**src/rtl/snake_body_ctrl.sv**
```systemverilog
// snake_body_ctrl
// Keeps the snake body as a circular buffer of packed {row, col} positions.
// Each accepted game step computes the new head, scans the body for a
// self-hit, and sequences pixel off/on writes into the LED-matrix
// framebuffer over a valid/ready port. After reset the whole 8x16
// framebuffer is cleared and the initial snake is drawn.
//
// Ports
//   clk, rst        clock, synchronous active-high reset
//   step            one-cycle request to advance (honoured only in IDLE)
//   dir             00 up, 01 right, 10 down, 11 left
//   grow            lengthen by one on the accepted step
//   busy            high whenever not IDLE
//   done            one-cycle pulse on return to IDLE after a step
//   collision       sticky self-hit flag, cleared only by rst
//   length          current segment count
//   head_pos        current head {row, col}
//   tail_pos        current tail {row, col}
//   px_valid        pixel write request
//   px_pos          pixel address {1'b0, row[2:0], col[3:0]}
//   px_on           1 = light, 0 = clear
//   px_ready        framebuffer accepts the write this cycle
module snake_body_ctrl #(
    parameter int         MAX_LEN   = 32,
    parameter int         INIT_LEN  = 3,
    parameter logic [7:0] INIT_HEAD = 8'h34
) (
    input  logic                           clk,
    input  logic                           rst,
    input  logic                           step,
    input  logic [1:0]                     dir,
    input  logic                           grow,
    output logic                           busy,
    output logic                           done,
    output logic                           collision,
    output logic [$clog2(MAX_LEN+1)-1:0]   length,
    output logic [7:0]                     head_pos,
    output logic [7:0]                     tail_pos,
    output logic                           px_valid,
    output logic [7:0]                     px_pos,
    output logic                           px_on,
    input  logic                           px_ready
);

    localparam int LW = $clog2(MAX_LEN + 1);
    localparam int IW = $clog2(MAX_LEN);

    typedef enum logic [2:0] {
        S_CLEAR, S_DRAW, S_IDLE, S_SCAN, S_ERASE, S_WRITE, S_HALT
    } state_t;

    state_t          state, state_nxt;
    logic [7:0]      body [MAX_LEN];
    logic [IW-1:0]   head_idx, tail_idx, rd_idx;
    logic [6:0]      clr_cnt;
    logic [LW-1:0]   idx_cnt;
    logic [1:0]      cur_dir, eff_dir;
    logic [7:0]      new_head;
    logic            grow_eff, hit;
    logic            xfer, scan_last, scan_match;

    // Circular-buffer increment; MAX_LEN need not be a power of two.
    function automatic logic [IW-1:0] idx_inc(input logic [IW-1:0] i);
        if (i == IW'(MAX_LEN - 1))
            return '0;
        return i + IW'(1);
    endfunction

    // One cell in direction d; rows wrap mod 8, columns mod 16.
    function automatic logic [7:0] step_pos(input logic [6:0] p, input logic [1:0] d);
        logic [2:0] r;
        logic [3:0] c;
        r = p[6:4];
        c = p[3:0];
        case (d)
            2'b00:   r = r - 3'd1;
            2'b01:   c = c + 4'd1;
            2'b10:   r = r + 3'd1;
            default: c = c - 4'd1;
        endcase
        return {1'b0, r, c};
    endfunction

    // Initial body: slot 0 is the tail, slot INIT_LEN-1 the head, same row.
    function automatic logic [7:0] init_pos(input int i);
        logic [3:0] c;
        c = INIT_HEAD[3:0] - 4'(INIT_LEN - 1 - i);
        return {INIT_HEAD[7:4], c};
    endfunction

    assign head_pos = body[head_idx];
    assign tail_pos = body[tail_idx];
    assign busy     = (state != S_IDLE);
    assign xfer     = px_valid & px_ready;

    // A reversal request is ignored; the snake keeps its current heading.
    assign eff_dir  = (dir == (cur_dir ^ 2'b10)) ? cur_dir : dir;

    // Shared read pointer: walks tail..head for both DRAW and SCAN.
    always_comb begin
        int s;
        s = int'(tail_idx) + int'(idx_cnt);
        if (s >= MAX_LEN)
            s = s - MAX_LEN;
        rd_idx = IW'(s);
    end

    assign scan_last  = (idx_cnt == length - LW'(1));
    // The old tail vacates this step unless growing, so it cannot be hit.
    assign scan_match = (body[rd_idx] == new_head) && !((idx_cnt == '0) && !grow_eff);

    always_comb begin
        state_nxt = state;
        px_valid  = 1'b0;
        px_on     = 1'b0;
        px_pos    = 8'h00;
        case (state)
            S_CLEAR: begin
                px_valid = 1'b1;
                px_pos   = {1'b0, clr_cnt};
                if (px_ready && clr_cnt == 7'h7F)
                    state_nxt = S_DRAW;
            end
            S_DRAW: begin
                px_valid = 1'b1;
                px_on    = 1'b1;
                px_pos   = {1'b0, body[rd_idx][6:0]};
                if (px_ready && idx_cnt == LW'(INIT_LEN - 1))
                    state_nxt = S_IDLE;
            end
            S_IDLE: begin
                if (step)
                    state_nxt = S_SCAN;
            end
            S_SCAN: begin
                if (scan_last) begin
                    if (hit || scan_match)
                        state_nxt = S_HALT;
                    else if (grow_eff)
                        state_nxt = S_WRITE;
                    else
                        state_nxt = S_ERASE;
                end
            end
            S_ERASE: begin
                px_valid = 1'b1;
                px_pos   = {1'b0, tail_pos[6:0]};
                if (px_ready)
                    state_nxt = S_WRITE;
            end
            S_WRITE: begin
                px_valid = 1'b1;
                px_on    = 1'b1;
                px_pos   = {1'b0, new_head[6:0]};
                if (px_ready)
                    state_nxt = S_IDLE;
            end
            S_HALT: begin
                state_nxt = S_HALT;
            end
            default: state_nxt = S_CLEAR;
        endcase
        // Reset drops any in-flight request immediately.
        if (rst)
            px_valid = 1'b0;
    end

    always_ff @(posedge clk) begin
        if (rst) begin
            state     <= S_CLEAR;
            clr_cnt   <= '0;
            idx_cnt   <= '0;
            head_idx  <= IW'(INIT_LEN - 1);
            tail_idx  <= '0;
            length    <= LW'(INIT_LEN);
            cur_dir   <= 2'b01;
            grow_eff  <= 1'b0;
            hit       <= 1'b0;
            collision <= 1'b0;
            done      <= 1'b0;
        end else begin
            state <= state_nxt;
            done  <= 1'b0;
            case (state)
                S_CLEAR: begin
                    if (xfer)
                        clr_cnt <= clr_cnt + 7'd1;
                end
                S_DRAW: begin
                    if (xfer)
                        idx_cnt <= (idx_cnt == LW'(INIT_LEN - 1)) ? '0 : idx_cnt + LW'(1);
                end
                S_IDLE: begin
                    if (step) begin
                        grow_eff <= grow && (length < LW'(MAX_LEN));
                        cur_dir  <= eff_dir;
                        idx_cnt  <= '0;
                        hit      <= 1'b0;
                    end
                end
                S_SCAN: begin
                    if (scan_match)
                        hit <= 1'b1;
                    if (scan_last) begin
                        idx_cnt <= '0;
                        if (hit || scan_match)
                            collision <= 1'b1;
                    end else begin
                        idx_cnt <= idx_cnt + LW'(1);
                    end
                end
                S_ERASE: begin
                    if (xfer)
                        tail_idx <= idx_inc(tail_idx);
                end
                S_WRITE: begin
                    if (xfer) begin
                        head_idx <= idx_inc(head_idx);
                        if (grow_eff)
                            length <= length + LW'(1);
                        done <= 1'b1;
                    end
                end
                default: ;
            endcase
        end
    end

    // New head position is captured on step acceptance.
    always_ff @(posedge clk) begin
        if (state == S_IDLE && step && !rst)
            new_head <= step_pos(head_pos[6:0], eff_dir);
    end

    // Body store: initial snake on reset, new head on the WRITE transfer.
    always_ff @(posedge clk) begin
        if (rst) begin
            for (int i = 0; i < INIT_LEN; i++)
                body[i] <= init_pos(i);
        end else if (state == S_WRITE && xfer) begin
            body[idx_inc(head_idx)] <= new_head;
        end
    end

endmodule

```
**config.mk**
```make
export PLATFORM = sky130hd
export DESIGN_NAME = snake_body_ctrl
export DESIGN_NICKNAME = d
export VERILOG_FILES = /design/src/rtl/snake_body_ctrl.sv
export SDC_FILE = /design/constraint.sdc
export NUM_CORES = 1
export LEC_CHECK = 0
export CAP_MARGIN = 25
export CORE_MARGIN = 2
export CORE_UTILIZATION = 55
export DETAILED_ROUTE_END_ITERATION = 16
export PLACE_DENSITY_LB_ADDON = 0.3
export SYNTH_ARGS = -nofsm -noshare
export SYNTH_HDL_FRONTEND = slang
export SYNTH_SLANG_ARGS = --single-unit
```
**constraint.sdc**
```tcl
create_clock -name clk -period 5.8 [get_ports clk]
set_input_delay 1.16 -clock clk [delete_from_list [all_inputs] [get_ports clk]]
set_output_delay 1.16 -clock clk [all_outputs]
set_load 0.005 [all_outputs]
```
==> impl_metrics.tcl <==
set metrics [dict create \
    die_y_um 174 \
    run_status "completed" \
    fmax_mhz 174 \
    cts.sinks 279 \
    whs_ns 0.475 \
    antenna_found_initial 1 \
    startpoint "idx_cnt[0]" \
    worstMarginPinSlew_ns 1.13 \
    drv_slew 0 \
    path_common_cell "a21oi_1" \
    grt_use_total_pct 30.0 \
    place_congestion 0.907 \
    ys_warn_count 0 \
    syn_inst 1146 \
    area_growth_pct 14.0 \
    vdd.ir_drop.worst_mv 0.190 \
    crit_path_max_incr_delay_ns 0.64 \
    routed_wl_mm 45.2 \
    die-area_mm2 0.0302 \
    r2r_cells 13 \
    io_buffer_count 38 \
    grt_pass1_vias 10858 \
    dr.pass1.iters 5 \
    gr-total-overflow 0 \
    async_reset_ff_share_pct 0 \
    h-tree-depth 1 \
    min_period_over_period_pct 99.0 \
    hold_buffers 0 \
    r2r_start "idx_cnt[0]" \
    regToRegSetupSlack_ns 1.65 \
    worstReg2RegEnd "state[0]" \
    crit_type "flop to primary output" \
    cts.clk_slew.worst_paths_ns 0.06 \
    synthesis.area_mm2 0.0159 \
    cts_buffer_depth 3 \
    vias 11078 \
    finalHoldViolations 0 \
    drt-initial-drc-count 1479 \
    p_per_area_mw_per_mm2 239 \
    fin_nets 1210 \
    clk_latency_ns 0.57 \
    finClkSkew_ns 0.0253 \
    crit_slowest_cell "fa_4" \
    crit_arrival_ns 4.58 \
    synth-seq-area-share_pct 49.7 \
    start_kind "flop" \
    cts_tree "built" \
    setup_viol 0 \
    synth_seq_cells 279 \
    die_width_um 174 \
    clockRootBuffer "clkbuf_16" \
    routedWlPerCell_um 28.5 \
    dp_hpwl_mm 30.0 \
    crit_fanout 10 \
    post-route-min-period_ns 5.74 \
    drive_gt1_share_pct 23.6 \
    cp_cell_sequence "ha_2 -> inv_1 -> fa_4 -> xnor2_4 -> a2111oi_0 -> nor4_1 -> mux2i_1 -> mux2_2 -> nor2_1 -> a21oi_1 -> or2_2 -> a21oi_1 -> clkdlybuf4s50_1" \
    grt_pass1_wl_mm 68.0 \
    rows 62 \
    ys.flop_type "edfxtp_1" \
    worstHoldPathType "flop to flop" \
    via_per_inst 6.98 \
    grt_max_degree 63 \
    io_pins 42 \
    fin_setup_tns_ns 0 \
    synth_edf_count 231 \
    crit_path_end "px_pos[5]" \
    p_leak_nw 6.28 \
    avgSynthCellArea_um2 13.9 \
    cts_buffers 30 \
    start_util_pct 55.6 \
    ys_types 55 \
    drv_cap 0 \
    postRouteAntennaNets 0 \
    slew_headroom_pct 24.6 \
    core_area_mm2 0.0285 \
    drcViolationCount 0 \
    end_kind "primary output" \
    required_ns 4.64 \
]
## metal layers
metal  wire, µm  GRT usage [%]  part of all wire [%]  vias up
met5          0              0                     0        -
met4       2210           13.9                   4.9        0
met3       4710           5.71                    10      161
met2      21400           48.2                    47      797
met1      16900           40.0                    37     5502
li1           -              -                     -     4618
## report_power, final
part | internal [mW] | switching [mW]
registers | 2.15 | 0.00785
logic | 0.0493 | 0.0527
clock network | 1.27 | 0.788
total | 3.47 | 0.848
## layout make-up
type                            count  area, µm²
Antenna cell                        1       2.50
Multi-Input combinational cell    762       7640
Tap cell                          384        480
Sequential cell                   279       7910
Clock inverter                     17        255
Clock buffer                       36        795
Timing Repair Buffer               89        950
Fill cell                        2071      10400
Inverter                           18       67.6
## cells in the mapped netlist, types with 20 or more instances
master     number  area [µm²]
edfxtp_1      231        6940
xor2_1         23         201
nor2_1         82         308
a2111oi_0      36         315
nand3_1        65         325
xnor2_1        23         201
mux4_2        144        3240
dfxtp_1        48         961
ha_1           20         250
nand2_1        52         195
a21oi_1        21         105
nor2b_1        45         282
clkbuf_1       53         199
nand4_1        22         138
mux2i_1        92         921
buf_2          25         125
## stage by stage
step / power (mW) / cell area [µm²] / instances / worst slack (ns) / utilization (%)
5_1_grt: 4.42 / 18100 / 1585 / -0.00814 / 63.4
3_5_place_dp: 2.30 / 16700 / 1517 / 0.413 / 58.6
2_1_floorplan: 2.26 / 15900 / 1148 / 1.30 / -
3_3_place_gp: 2.30 / 16700 / 1517 / 0.511 / 58.6
6_report: 4.32 / 18100 / 1586 / 0.0566 / 63.4
4_1_cts: 4.33 / 18000 / 1580 / 0.0197 / 63.0
## placed cells by master, fill, tap and decap left out, drive strengths merged, types with 3 or more instances in the layout
cell type	n
clkinv	9
mux2i	92
clkdlybuf4s50	36
dfxtp	48
nand3b	4
nor4	9
bufinv	7
a21oi	21
nor3	9
and2	12
clkbuf	37
nor2	82
or3	12
nand2b	7
nand2	52
buf	48
inv	18
a211oi	7
nor2b	45
edfxtp	231
o21ai	9
xnor2	25
nand4	22
or2	5
and3	5
a2111oi	36
o211ai	3
mux2	19
xor2	24
fa	3
nand3	65
conb	3
a211o	3
mux4	144
ha	20
## cells by family (layout without fill, tap and decap cells)
group,after synthesis,count (layout),synth area share [%]
buffers and inverters,109,160,2.91
flip-flops,279,279,49.7
XOR/XNOR,47,49,2.64
AO/OA/AOI/OAI,98,98,4.58
adder cells (fa/ha/maj),23,23,1.95
multiplexers,255,255,27.6
other,1,4,0.0236
AND/OR/NAND/NOR,334,334,10.6
## worst min path at each step
stage | startpoint | endpoint | slack, ns | cells after the start
floorplan | cur_dir[0] | cur_dir[0] | 0.46 | 2
global placement | collision | collision | 0.46 | 2
detailed placement | collision | collision | 0.47 | 2
CTS | collision | collision | 0.48 | 2
global route | collision | collision | 0.51 | 2
finish | collision | collision | 0.47 | 2
## state kept, by name, summed over array words and instances, names as in the netlist, named ones only
signal and count:
new_head 7, grow_eff 1, done 1, collision 1, length 6, hit 1
head_idx 5, body 224, tail_idx 5, idx_cnt 6, cur_dir 2, state 3
clr_cnt 7
## timing repair
action                     4_1_cts  5_1_grt
pin swaps                        4        6
gates cloned                     5        1
setup buffers                    5        2
setup endpoints to repair        6        7
gates resized for setup         10       22
## critical path, delay by kind of cell (launching register included)
| family | cells | cell delay [ns] |
|---|---|---|
| compound gates | 3 | 0.30 |
| buf+inv | 2 | 0.58 |
| xor+xnor | 1 | 0.53 |
| simple gates | 3 | 0.83 |
| mux | 2 | 0.54 |
| fa+ha+maj | 2 | 0.82 |
| flops | 1 | 0.38 |
Power figures use the tool's default switching activity.
